**src/rtl/run_controller_pkg.sv**
```systemverilog
// run_controller shared types and default parameters.
// Imported by the interface, the channel monitor and the top.
package run_ctrl_pkg;

  typedef enum logic [1:0] {
    IDLE,
    RESET,
    RUN,
    DONE
  } run_state_e;

  localparam int DEF_DATA_W     = 32;
  localparam int DEF_NUM_CH     = 1;
  localparam int DEF_RST_CYCLES = 1;
  localparam int DEF_CNT_W      = 32;

endpackage

```
**src/rtl/run_controller_if.sv**
```systemverilog
// Control/status bundle between the top level and run_controller.
// master drives start/config/core_out, slave is the controller.
interface run_controller_if
  import run_ctrl_pkg::*;
#(
  parameter int DATA_W = DEF_DATA_W,
  parameter int NUM_CH = DEF_NUM_CH,
  parameter int CNT_W  = DEF_CNT_W
);

  logic                     start;
  logic                     abort;
  logic [CNT_W-1:0]         max_cycles;
  logic [DATA_W-1:0]        pass_value;
  logic [NUM_CH-1:0]        ch_enable;
  logic [NUM_CH*DATA_W-1:0] core_out;
  logic                     core_reset;
  logic                     busy;
  logic                     done;
  logic                     pass;
  logic                     timeout;
  logic [NUM_CH-1:0]        pass_mask;
  logic [CNT_W-1:0]         cycle_count;

  modport master (
    output start, abort, max_cycles, pass_value,
    output ch_enable, core_out,
    input  core_reset, busy, done, pass, timeout,
    input  pass_mask, cycle_count
  );

  modport slave (
    input  start, abort, max_cycles, pass_value,
    input  ch_enable, core_out,
    output core_reset, busy, done, pass, timeout,
    output pass_mask, cycle_count
  );

endinterface

```
**src/rtl/run_ch_monitor.sv**
```systemverilog
// One core channel: signature compare plus sticky match flag.
// mod is high when the channel no longer blocks a pass.
module run_ch_monitor #(
  parameter int DATA_W = 32
) (
  input  logic              clk,
  input  logic              rst_n,
  input  logic              clr,
  input  logic              sample,
  input  logic              ch_en,
  input  logic [DATA_W-1:0] data,
  input  logic [DATA_W-1:0] ref_v,
  output logic              flag,
  output logic              mod
);

  logic hit;
  logic match_q, match_d;

  assign hit = (data == ref_v);

  always_comb begin
    match_d = match_q;
    if (clr)
      match_d = 1'b0;
    else if (sample && ch_en && hit)
      match_d = 1'b1;
  end

  always_ff @(posedge clk or negedge rst_n) begin
    if (!rst_n)
      match_q <= 1'b0;
    else
      match_q <= match_d;
  end

  assign flag = match_q;
  assign mod  = !ch_en || match_q || hit;

endmodule

```
**src/rtl/run_controller.sv**
```systemverilog
// Sequences cores through reset and run, then stops them on
// an all-channel pass signature, the cycle budget or abort.
module run_controller
  import run_ctrl_pkg::*;
#(
  parameter int DATA_W     = DEF_DATA_W,
  parameter int NUM_CH     = DEF_NUM_CH,
  parameter int RST_CYCLES = DEF_RST_CYCLES,
  parameter int CNT_W      = DEF_CNT_W
) (
  input  logic              clk,
  input  logic              reset,
  run_controller_if.slave   bus
);

  localparam int RW =
    (RST_CYCLES > 1) ? $clog2(RST_CYCLES) : 1;

  run_state_e        state_q, state_d;
  logic [RW-1:0]     rcnt_q, rcnt_d;
  logic [CNT_W-1:0]  cyc_q, cyc_d;
  logic [CNT_W-1:0]  max_q, max_d;
  logic [DATA_W-1:0] pv_q, pv_d;
  logic [NUM_CH-1:0] en_q, en_d;
  logic              pass_q, pass_d;
  logic              to_q, to_d;
  logic              crst_q, crst_d;
  logic              busy_q, busy_d;
  logic              done_q, done_d;

  logic [NUM_CH-1:0] flag;
  logic [NUM_CH-1:0] mod;
  logic              run, go, stop, clr;
  logic              all_pass, budget_hit;

  assign run  = (state_q == RUN);
  assign go   = bus.start &&
                (state_q == IDLE || state_q == DONE);
  assign stop = bus.abort && (state_q == RESET || run);
  assign clr  = go || stop;

  assign all_pass   = (|en_q) && (&mod);
  assign budget_hit = (|max_q) &&
                      (cyc_q == max_q - CNT_W'(1));

  for (genvar i = 0; i < NUM_CH; i++) begin : g_ch
    run_ch_monitor #(.DATA_W(DATA_W)) u_mon (
      .clk    (clk),
      .rst_n  (reset),
      .clr    (clr),
      .sample (run),
      .ch_en  (en_q[i]),
      .data   (bus.core_out[i*DATA_W +: DATA_W]),
      .ref_v  (pv_q),
      .flag   (flag[i]),
      .mod    (mod[i])
    );
  end

  always_comb begin
    state_d = state_q;
    rcnt_d  = rcnt_q;
    cyc_d   = cyc_q;
    max_d   = max_q;
    pv_d    = pv_q;
    en_d    = en_q;
    pass_d  = pass_q;
    to_d    = to_q;
    unique case (state_q)
      IDLE, DONE: begin
        if (bus.start) begin
          state_d = RESET;
          rcnt_d  = '0;
          cyc_d   = '0;
          max_d   = bus.max_cycles;
          pv_d    = bus.pass_value;
          en_d    = bus.ch_enable;
          pass_d  = 1'b0;
          to_d    = 1'b0;
        end
      end
      RESET: begin
        if (bus.abort) begin
          state_d = IDLE;
          pass_d  = 1'b0;
          to_d    = 1'b0;
        end else if (rcnt_q == RW'(RST_CYCLES - 1)) begin
          state_d = RUN;
        end else begin
          rcnt_d = rcnt_q + RW'(1);
        end
      end
      RUN: begin
        if (bus.abort) begin
          state_d = IDLE;
          pass_d  = 1'b0;
          to_d    = 1'b0;
        end else begin
          if (!(&cyc_q))
            cyc_d = cyc_q + CNT_W'(1);
          // pass wins over a budget expiring in the same cycle
          if (all_pass) begin
            state_d = DONE;
            pass_d  = 1'b1;
          end else if (budget_hit) begin
            state_d = DONE;
            to_d    = 1'b1;
          end
        end
      end
      default: state_d = IDLE;
    endcase
    crst_d = (state_d != RUN);
    busy_d = (state_d == RESET) || (state_d == RUN);
    done_d = (state_d == DONE);
  end

  always_ff @(posedge clk or negedge reset) begin
    if (!reset) begin
      state_q <= IDLE;
      rcnt_q  <= '0;
      cyc_q   <= '0;
      max_q   <= '0;
      pv_q    <= '0;
      en_q    <= '0;
      pass_q  <= 1'b0;
      to_q    <= 1'b0;
      crst_q  <= 1'b1;
      busy_q  <= 1'b0;
      done_q  <= 1'b0;
    end else begin
      state_q <= state_d;
      rcnt_q  <= rcnt_d;
      cyc_q   <= cyc_d;
      max_q   <= max_d;
      pv_q    <= pv_d;
      en_q    <= en_d;
      pass_q  <= pass_d;
      to_q    <= to_d;
      crst_q  <= crst_d;
      busy_q  <= busy_d;
      done_q  <= done_d;
    end
  end

  assign bus.core_reset  = crst_q;
  assign bus.busy        = busy_q;
  assign bus.done        = done_q;
  assign bus.pass        = pass_q;
  assign bus.timeout     = to_q;
  assign bus.pass_mask   = flag;
  assign bus.cycle_count = cyc_q;

endmodule

```
**src/flat_wrapper.sv**
```systemverilog
// flat-port wrapper written by rule: the top's interface ports become plain ports
module run_controller_flat import run_ctrl_pkg::*;
#(
  parameter int DATA_W     = DEF_DATA_W,
  parameter int NUM_CH     = DEF_NUM_CH,
  parameter int RST_CYCLES = DEF_RST_CYCLES,
  parameter int CNT_W      = DEF_CNT_W
)
  (clk, reset, bus_start, bus_abort, bus_max_cycles, bus_pass_value, bus_ch_enable, bus_core_out, bus_core_reset, bus_busy, bus_done, bus_pass, bus_timeout, bus_pass_mask, bus_cycle_count);
  run_controller_if #(.DATA_W(DATA_W), .NUM_CH(NUM_CH), .CNT_W(CNT_W)) bus_i ();
  input  logic clk;
  input  logic reset;
  input wire logic [$bits(bus_i.start)-1:0] bus_start;
  input wire logic [$bits(bus_i.abort)-1:0] bus_abort;
  input wire logic [$bits(bus_i.max_cycles)-1:0] bus_max_cycles;
  input wire logic [$bits(bus_i.pass_value)-1:0] bus_pass_value;
  input wire logic [$bits(bus_i.ch_enable)-1:0] bus_ch_enable;
  input wire logic [$bits(bus_i.core_out)-1:0] bus_core_out;
  output wire logic [$bits(bus_i.core_reset)-1:0] bus_core_reset;
  output wire logic [$bits(bus_i.busy)-1:0] bus_busy;
  output wire logic [$bits(bus_i.done)-1:0] bus_done;
  output wire logic [$bits(bus_i.pass)-1:0] bus_pass;
  output wire logic [$bits(bus_i.timeout)-1:0] bus_timeout;
  output wire logic [$bits(bus_i.pass_mask)-1:0] bus_pass_mask;
  output wire logic [$bits(bus_i.cycle_count)-1:0] bus_cycle_count;
  assign bus_i.start = bus_start;
  assign bus_i.abort = bus_abort;
  assign bus_i.max_cycles = bus_max_cycles;
  assign bus_i.pass_value = bus_pass_value;
  assign bus_i.ch_enable = bus_ch_enable;
  assign bus_i.core_out = bus_core_out;
  assign bus_core_reset = bus_i.core_reset;
  assign bus_busy = bus_i.busy;
  assign bus_done = bus_i.done;
  assign bus_pass = bus_i.pass;
  assign bus_timeout = bus_i.timeout;
  assign bus_pass_mask = bus_i.pass_mask;
  assign bus_cycle_count = bus_i.cycle_count;
  run_controller #(.DATA_W(DATA_W), .NUM_CH(NUM_CH), .RST_CYCLES(RST_CYCLES), .CNT_W(CNT_W)) u_core (.clk(clk), .reset(reset), .bus(bus_i));
endmodule
```
**config.mk**
```make
export PLATFORM = sky130hd
export DESIGN_NAME = run_controller_flat
export DESIGN_NICKNAME = d
export VERILOG_FILES = /design/src/rtl/run_controller_pkg.sv /design/src/rtl/run_controller_if.sv /design/src/rtl/run_ch_monitor.sv /design/src/rtl/run_controller.sv /design/src/flat_wrapper.sv
export SDC_FILE = /design/constraint.sdc
export NUM_CORES = 1
export LEC_CHECK = 0
export BUFFER_PORTS_ARGS = -buffer_cell sky130_fd_sc_hd__buf_2
export CORE_MARGIN = 4
export CORE_UTILIZATION = 50
export CTS_CLUSTER_DIAMETER = 80
export DETAILED_ROUTE_END_ITERATION = 16
export PLACE_DENSITY = 0.76
export SYNTH_ARGS = -nofsm -noshare
export SYNTH_HDL_FRONTEND = slang
export SYNTH_HIERARCHICAL = 1
export SYNTH_SLANG_ARGS = --single-unit
```
**constraint.sdc**
```tcl
create_clock -name clk -period 5.6 [get_ports clk]
set_input_delay 1.12 -clock clk [delete_from_list [all_inputs] [get_ports clk]]
set_output_delay 1.12 -clock clk [all_outputs]
set_load 0.01 [all_outputs]
```
-- Yosys cells after proc, flatten, opt, wreduce, memory -nomap -nowiden
Index checks and enable logic that the tools add are counted.
W data, S select, Z words.
- bits in registers: 106
- latch bits: 0
- memory bits (writable): 0
- ROM bits: 0
- bits of input ports: 101
- output and inout bits: 38
- word-level logic and storage cells: 82
- memories kept: 0
- add/sub/neg operators: 3
- $mul: 0
- divide/modulo/power cells: 0
- magnitude comparators: 0
- eq/ne operators: 17
- shift operators: 0
- multiplexer cells: 25
- bitwise logic cells: 0
- reductions and logical operators: 25
- operator list (operator ; count):
    $mux W32 ; 3
    $eq A32 B32 Y1 ; 2
    $pmux W32 S2 ; 1
    $add A32 B1 Y32 const B ; 1
    $reduce_and A32 Y1 ; 1
    $reduce_or A32 Y1 ; 1
    $sub A32 B1 Y32 const B ; 1
    $mux W2 ; 6
    $ne A2 B2 Y1 const B ; 6
    $mux W1 ; 11
    $eq A2 B2 Y1 const B ; 4
    $reduce_and A4 Y1 ; 2
    $logic_and A1 B1 Y1 ; 6
    $logic_or A1 B1 Y1 ; 6
    $ne A3 B2 Y1 const B ; 2
    $pmux W1 S3 ; 2
    $pmux W2 S3 ; 1
    $reduce_and A3 Y1 ; 2
    $reduce_bool A2 Y1 ; 3
    $eq A2 B1 Y1 const B ; 2
    $ne A3 B3 Y1 const B ; 1
    $logic_not A2 Y1 ; 1
    $pmux W1 S2 ; 1
    $reduce_and A2 Y1 ; 1
    3 further kinds ; 3

-- Longest topological paths before layout
- depth in word-level cells: 9
- depth in mapped cells: 13
- depth with buffers taken out: 12

-- Hierarchy
The synthesis kept the hierarchy.
- modules (own cells, without submodules) (module ; instances ; cells an instance ; area each (sq um) ; sequential area each (sq um)):
    run_controller ; 1 ; 547 ; 5676.7 ; 2603.7
    run_ch_monitor ; 1 ; 48 ; 405.4 ; 25.0

-- Worst setup path before layout
No wires, ideal clock.
- path type: register -> register
- from: register u_core.max_q[0]
- to: register u_core.busy_q, in the netlist u_core/bus.busy
- library setup time: 0.063 ns
- data arrival time: 3.529 ns
- required time: 5.537 ns
- slack: 2.008 ns
- stages on the path, launching flop included: 14
- path buffers: 1
- clock period less this slack: 3.592 ns
- path through: dfrtp_1 -> inv_1 -> ha_1 -> or4b_4 -> buf_6 -> or4_4 -> or4b_4 -> nor3_2 -> a21oi_1 -> a2111oi_4 -> a21oi_2 -> a221oi_1 -> ha_1 -> inv_1
- longest elaborated chain between the ends: 9
- elaborated cells on any way between the ends: 11
- classes of those cells: add/sub: 1; eq/ne: 3; mux: 4; reduce/logical: 3
- RTL lines (item ; line ; text):
    start, declared ; run_controller.sv:22 ; logic [CNT_W-1:0] max_q, max_d;
    start signal, assigned ; run_controller.sv:135 ; max_q <= max_d;
    $sub A32 B1 Y32 ; run_controller.sv:44 ; (cyc_q == max_q - CNT_W'(1));
    $eq A32 B32 Y1 ; run_controller.sv:44 ;
    $logic_and A1 B1 Y1 * ; run_controller.sv:43 ; assign budget_hit = (|max_q) &&
    $mux W2 * ; run_controller.sv:105 ; end else if (budget_hit) begin
    $mux W2 * ; run_controller.sv:102 ; if (all_pass) begin
    $mux W2 * ; run_controller.sv:94 ; if (bus.abort) begin
    $pmux W2 S3 * ; run_controller.sv:69 ; unique case (state_q)
    $eq A2 B1 Y1 or $eq A2 B2 Y1 (tied branches) ; run_controller.sv:114 ; busy_d = (state_d == RESET) || (state_d == RUN);
    $logic_or A1 B1 Y1 * ; run_controller.sv:114 ;
    via u_core.busy_d ; run_controller.sv:28 ; logic busy_q, busy_d;
    end signal, assigned ; run_controller.sv:141 ; busy_q <= busy_d;
    end, declared ; run_controller.sv:28 ;
The timed path passes the listed nets; every way through them passes the cells marked *.
A chain may end at the register's enable or synchronous reset.

-- Final worst setup path
Ends and elaborated chain as after synthesis.

==> impl_results.md <==
* EDFF count, synth at 0
* TNS Setup at 0 ns
* Final Slew Violations at 0
* Final setup violation count at 0
* Vias per cell at 5.73
* CTS tree: yes
* Setup Crit Path Kind: reg2reg
* Synth Cell Area at slightly above 6000 sq um
* TritonRoute pass-1 iters at 4
* Fmax at between 200 and 300 MHz
* Worst-path fanout max at 6
* Total global-route track usage at approximately 23%
* CP Data Required Time at 5.89 ns
* Critical Path End Type: flop
* Clk Latency, worst-skew pair at 0.35 ns
* # rows at 40
* Worst hold path type: reg2reg
* Worst r2r dst: u_core/bus.busy$_DFF_PN0_
* Root Driver: clkbuf_16
* H-tree levels at 3
* Most common cell in the synthesized netlist: dfrtp_1
* Yosys top cell by area: dfrtp_1
* Proportion of layout cells with a drive suffix above 1 at between 30% and 40%
* Hold_buf cts at 0
* FF-to-FF setup slack at approximately 1.8 ns
* # diodes at 0
* Syn_nets at between 700 and 800
* Setup WS pre-CTS at around 1.8 ns
* Avg Cell Area, Syn at between 10 and 15 sq um
* Tmin final at 3.80 ns
* Post-Route Utilization at about three fifths
* Largest net degree at the start of global routing at 55
* Post-synth top area share at 42.8%
* Placed Instance Area at 6890 sq um
* Routed vias at about 5000
* Reg2Reg Depth at 12
* Initial DRC Count at 370
* Placed cells at around 860
* DRT Wirelength at 15800 microns
* Die width at 118 microns
* # DRC at 0
* Fin nets at roughly 830
* Post-route ant nets at 0
* Buffers on Ports at around 140
* Dominant cells by area after synthesis: dfrtp_1 (43%), mux2_2 (12%), xor2_1 (8.4%), xnor2_1 (5.0%), nor2_1 (3.1%)
* Top FF cell, synth: dfrtp_1
* Clk_skew at around 0.0057 ns
* Design Area, Final at slightly above 7000 sq um
* CTS Buf Count at 9
* Share of synthesized flip-flops with an asynchronous set or reset at 100%
* Status: completed
* CP Data Arrival Time at 4.10 ns
* Hold Crit Endpoint: u_core/pv_q[27]$_DFFE_PN0P_
* Slew @ Worst Pin at 0.848 ns
* Setup bufs post-CTS at 0
* Global-route wire length before repair at approximately 26000 microns
* Initial core utilization at between 50% and 60%
* Hold Fails Final Rpt at 0
* Tot Pwr at 3.07 mW
* Hpwl dp at 12300 microns
* Slew HR at 43.0%
* Vias in the first global route at between 5000 and 6000
* Met3 Wirelength at between 1000 and 1500 microns
* Gpl congestion at between 0.8 and 0.9
* R2r startpoint: u_core/max_q[0]$_DFFE_PN0P_
* Wire length on met1 at 6560 microns
* Layout Area Growth over Synthesis at 17.6%
* Ports at around 140
* Sequential element share of the synthesized area at ~43%
* Number of synthesized register bits at 105
* Max VDD drop at around 0.27 mV
* Max-cap violations at 0
* Met2 WL at just under 8000 microns
* Die H at ~120 microns
* Clock transition at the registers of the reported paths at 0.07 ns
* Die ar. at 14000 sq um
* Worst Hold Slack at about 0.53 ns
* Gr ovfl total at 0
* Fin crit share at between 60% and 70%
* Top Metal Used: met4
* Post-synth cell types at 60
* Fin worst setup slack at 1.80 ns
* Core ar. at around 12000 sq um
* Worst Hold Launch: u_core/pv_q[27]$_DFFE_PN0P_
* Final std cells w/o fill at a little under 900
* Yosys synthesis warning count at 6
* Initial antenna violation count at 0
* FILL cells at just over 1000
* Crit path launch type: flop
* Wire per inst at around 18 microns
* CTS Buffer Depth at 2
* Lkg Pwr at ~3.2 nW
* Cts repair resizes at 0
* Clk sinks at about 110
* Mapped Cells at 595
* RSZ-0062 raised after global routing: no
* Power Density at about 430 nW/um^2
* Worst hold stages at 1
* Most common library cells after synthesis: dfrtp_1 (104), mux2_2 (65), xor2_1 (58)
==> metal layers <==
layer	GRT usage, %	up-vias
met3	5.02	23
met5	0	-
met2	39.1	184
met1	28.9	2427
met4	8.06	0
li1	-	2390
==> kinds of logic (layout without fill, tap and decap cells) <==
family	count (synthesis)	in the layout	share of synthesized area, %
simple gates	213	213	19.0
fa+ha+maj	6	6	1.23
compound gates	75	75	8.37
mux	66	66	12.2
flops	105	105	43.2
buf+inv	37	172	2.55
xor+xnor	93	93	13.4
==> placed cells by master (no fill, tap or decap), drive strengths merged, types with 4 or more instances in the layout <==
master | netlist | layout
nor2b | 6 | 6
nor4 | 21 | 21
o21ai | 21 | 21
or3 | 12 | 12
nand2 | 24 | 24
xor2 | 58 | 58
nand2b | 8 | 8
xnor2 | 35 | 35
nand3 | 20 | 20
ha | 6 | 6
nor3 | 19 | 19
nand4 | 17 | 17
mux2 | 65 | 65
or4 | 7 | 7
a21oi | 21 | 21
dfrtp | 104 | 104
nor2 | 51 | 51
and3 | 12 | 12
clkbuf | 13 | 11
and4 | 4 | 4
inv | 15 | 15
buf | 9 | 141
==> worst max-delay path by stage <==
stage	startpoint	endpoint	slack, ns	depth (start not counted)
final	u_core/max_q[0]$_DFFE_PN0P_	u_core/bus.busy$_DFF_PN0_	1.80	12
after global routing	u_core/max_q[2]$_DFFE_PN0P_	u_core/bus.busy$_DFF_PN0_	1.54	10
after CTS	u_core/max_q[0]$_DFFE_PN0P_	u_core/bus.busy$_DFF_PN0_	1.78	12
after detailed placement	u_core/max_q[0]$_DFFE_PN0P_	u_core/bus.busy$_DFF_PN0_	1.80	12
after global placement	u_core/max_q[0]$_DFFE_PN0P_	u_core/bus.busy$_DFF_PN0_	1.91	12
after floorplan	u_core/max_q[0]$_DFFE_PN0P_	u_core/bus.busy$_DFF_PN0_	2.01	13
==> registers in the layout, summed over array words and instances (netlist names) <==
name,cells
u_core/pv_q,32
u_core/bus.pass,1
u_core/max_q,32
u_core/bus.cycle_count,32
u_core/bus.timeout,1
u_core/g_ch.u_mon/flag,1
u_core/en_q,1
u_core/bus.busy,1
u_core/bus.core_reset,1
u_core/bus.done,1
u_core/state_q,2
==> area by class of cell <==
type | instances | area [sq um] | area share, %
Clock buffer | 11 | 233 | 3.25
Clock inverter | 5 | 33.8 | 0.472
Inverter | 15 | 56.3 | 0.787
Multi-Input combinational cell | 453 | 3300 | 46.2
Sequential cell | 105 | 2630 | 36.8
Tap cell | 147 | 184 | 2.57
Timing Repair Buffer | 141 | 716 | 10.0
==> critical path, cell delays in order (launching register included) <==
cell and delay (ns):
dfrtp_1 0.44, inv_1 0.08, ha_1 0.23, or4b_4 0.53, or4_4 0.46, or4b_4 0.53, nor3_2 0.16, a21oi_1 0.09
a2111oi_4 0.34, a21oi_2 0.14, a221oi_1 0.39, ha_1 0.30, inv_1 0.05
==> report_power, final <==
| part | total [mW] | switching [mW] | leakage, nW | internal [mW] |
|---|---|---|---|---|
| registers | 1.34 | 0.316 | 1.31 | 1.02 |
| logic | 1.16 | 0.574 | 1.77 | 0.586 |
| clock network | 0.575 | 0.274 | 0.126 | 0.301 |
| total | 3.07 | 1.16 | 3.21 | 1.91 |
(Power assumes the default switching activity.)
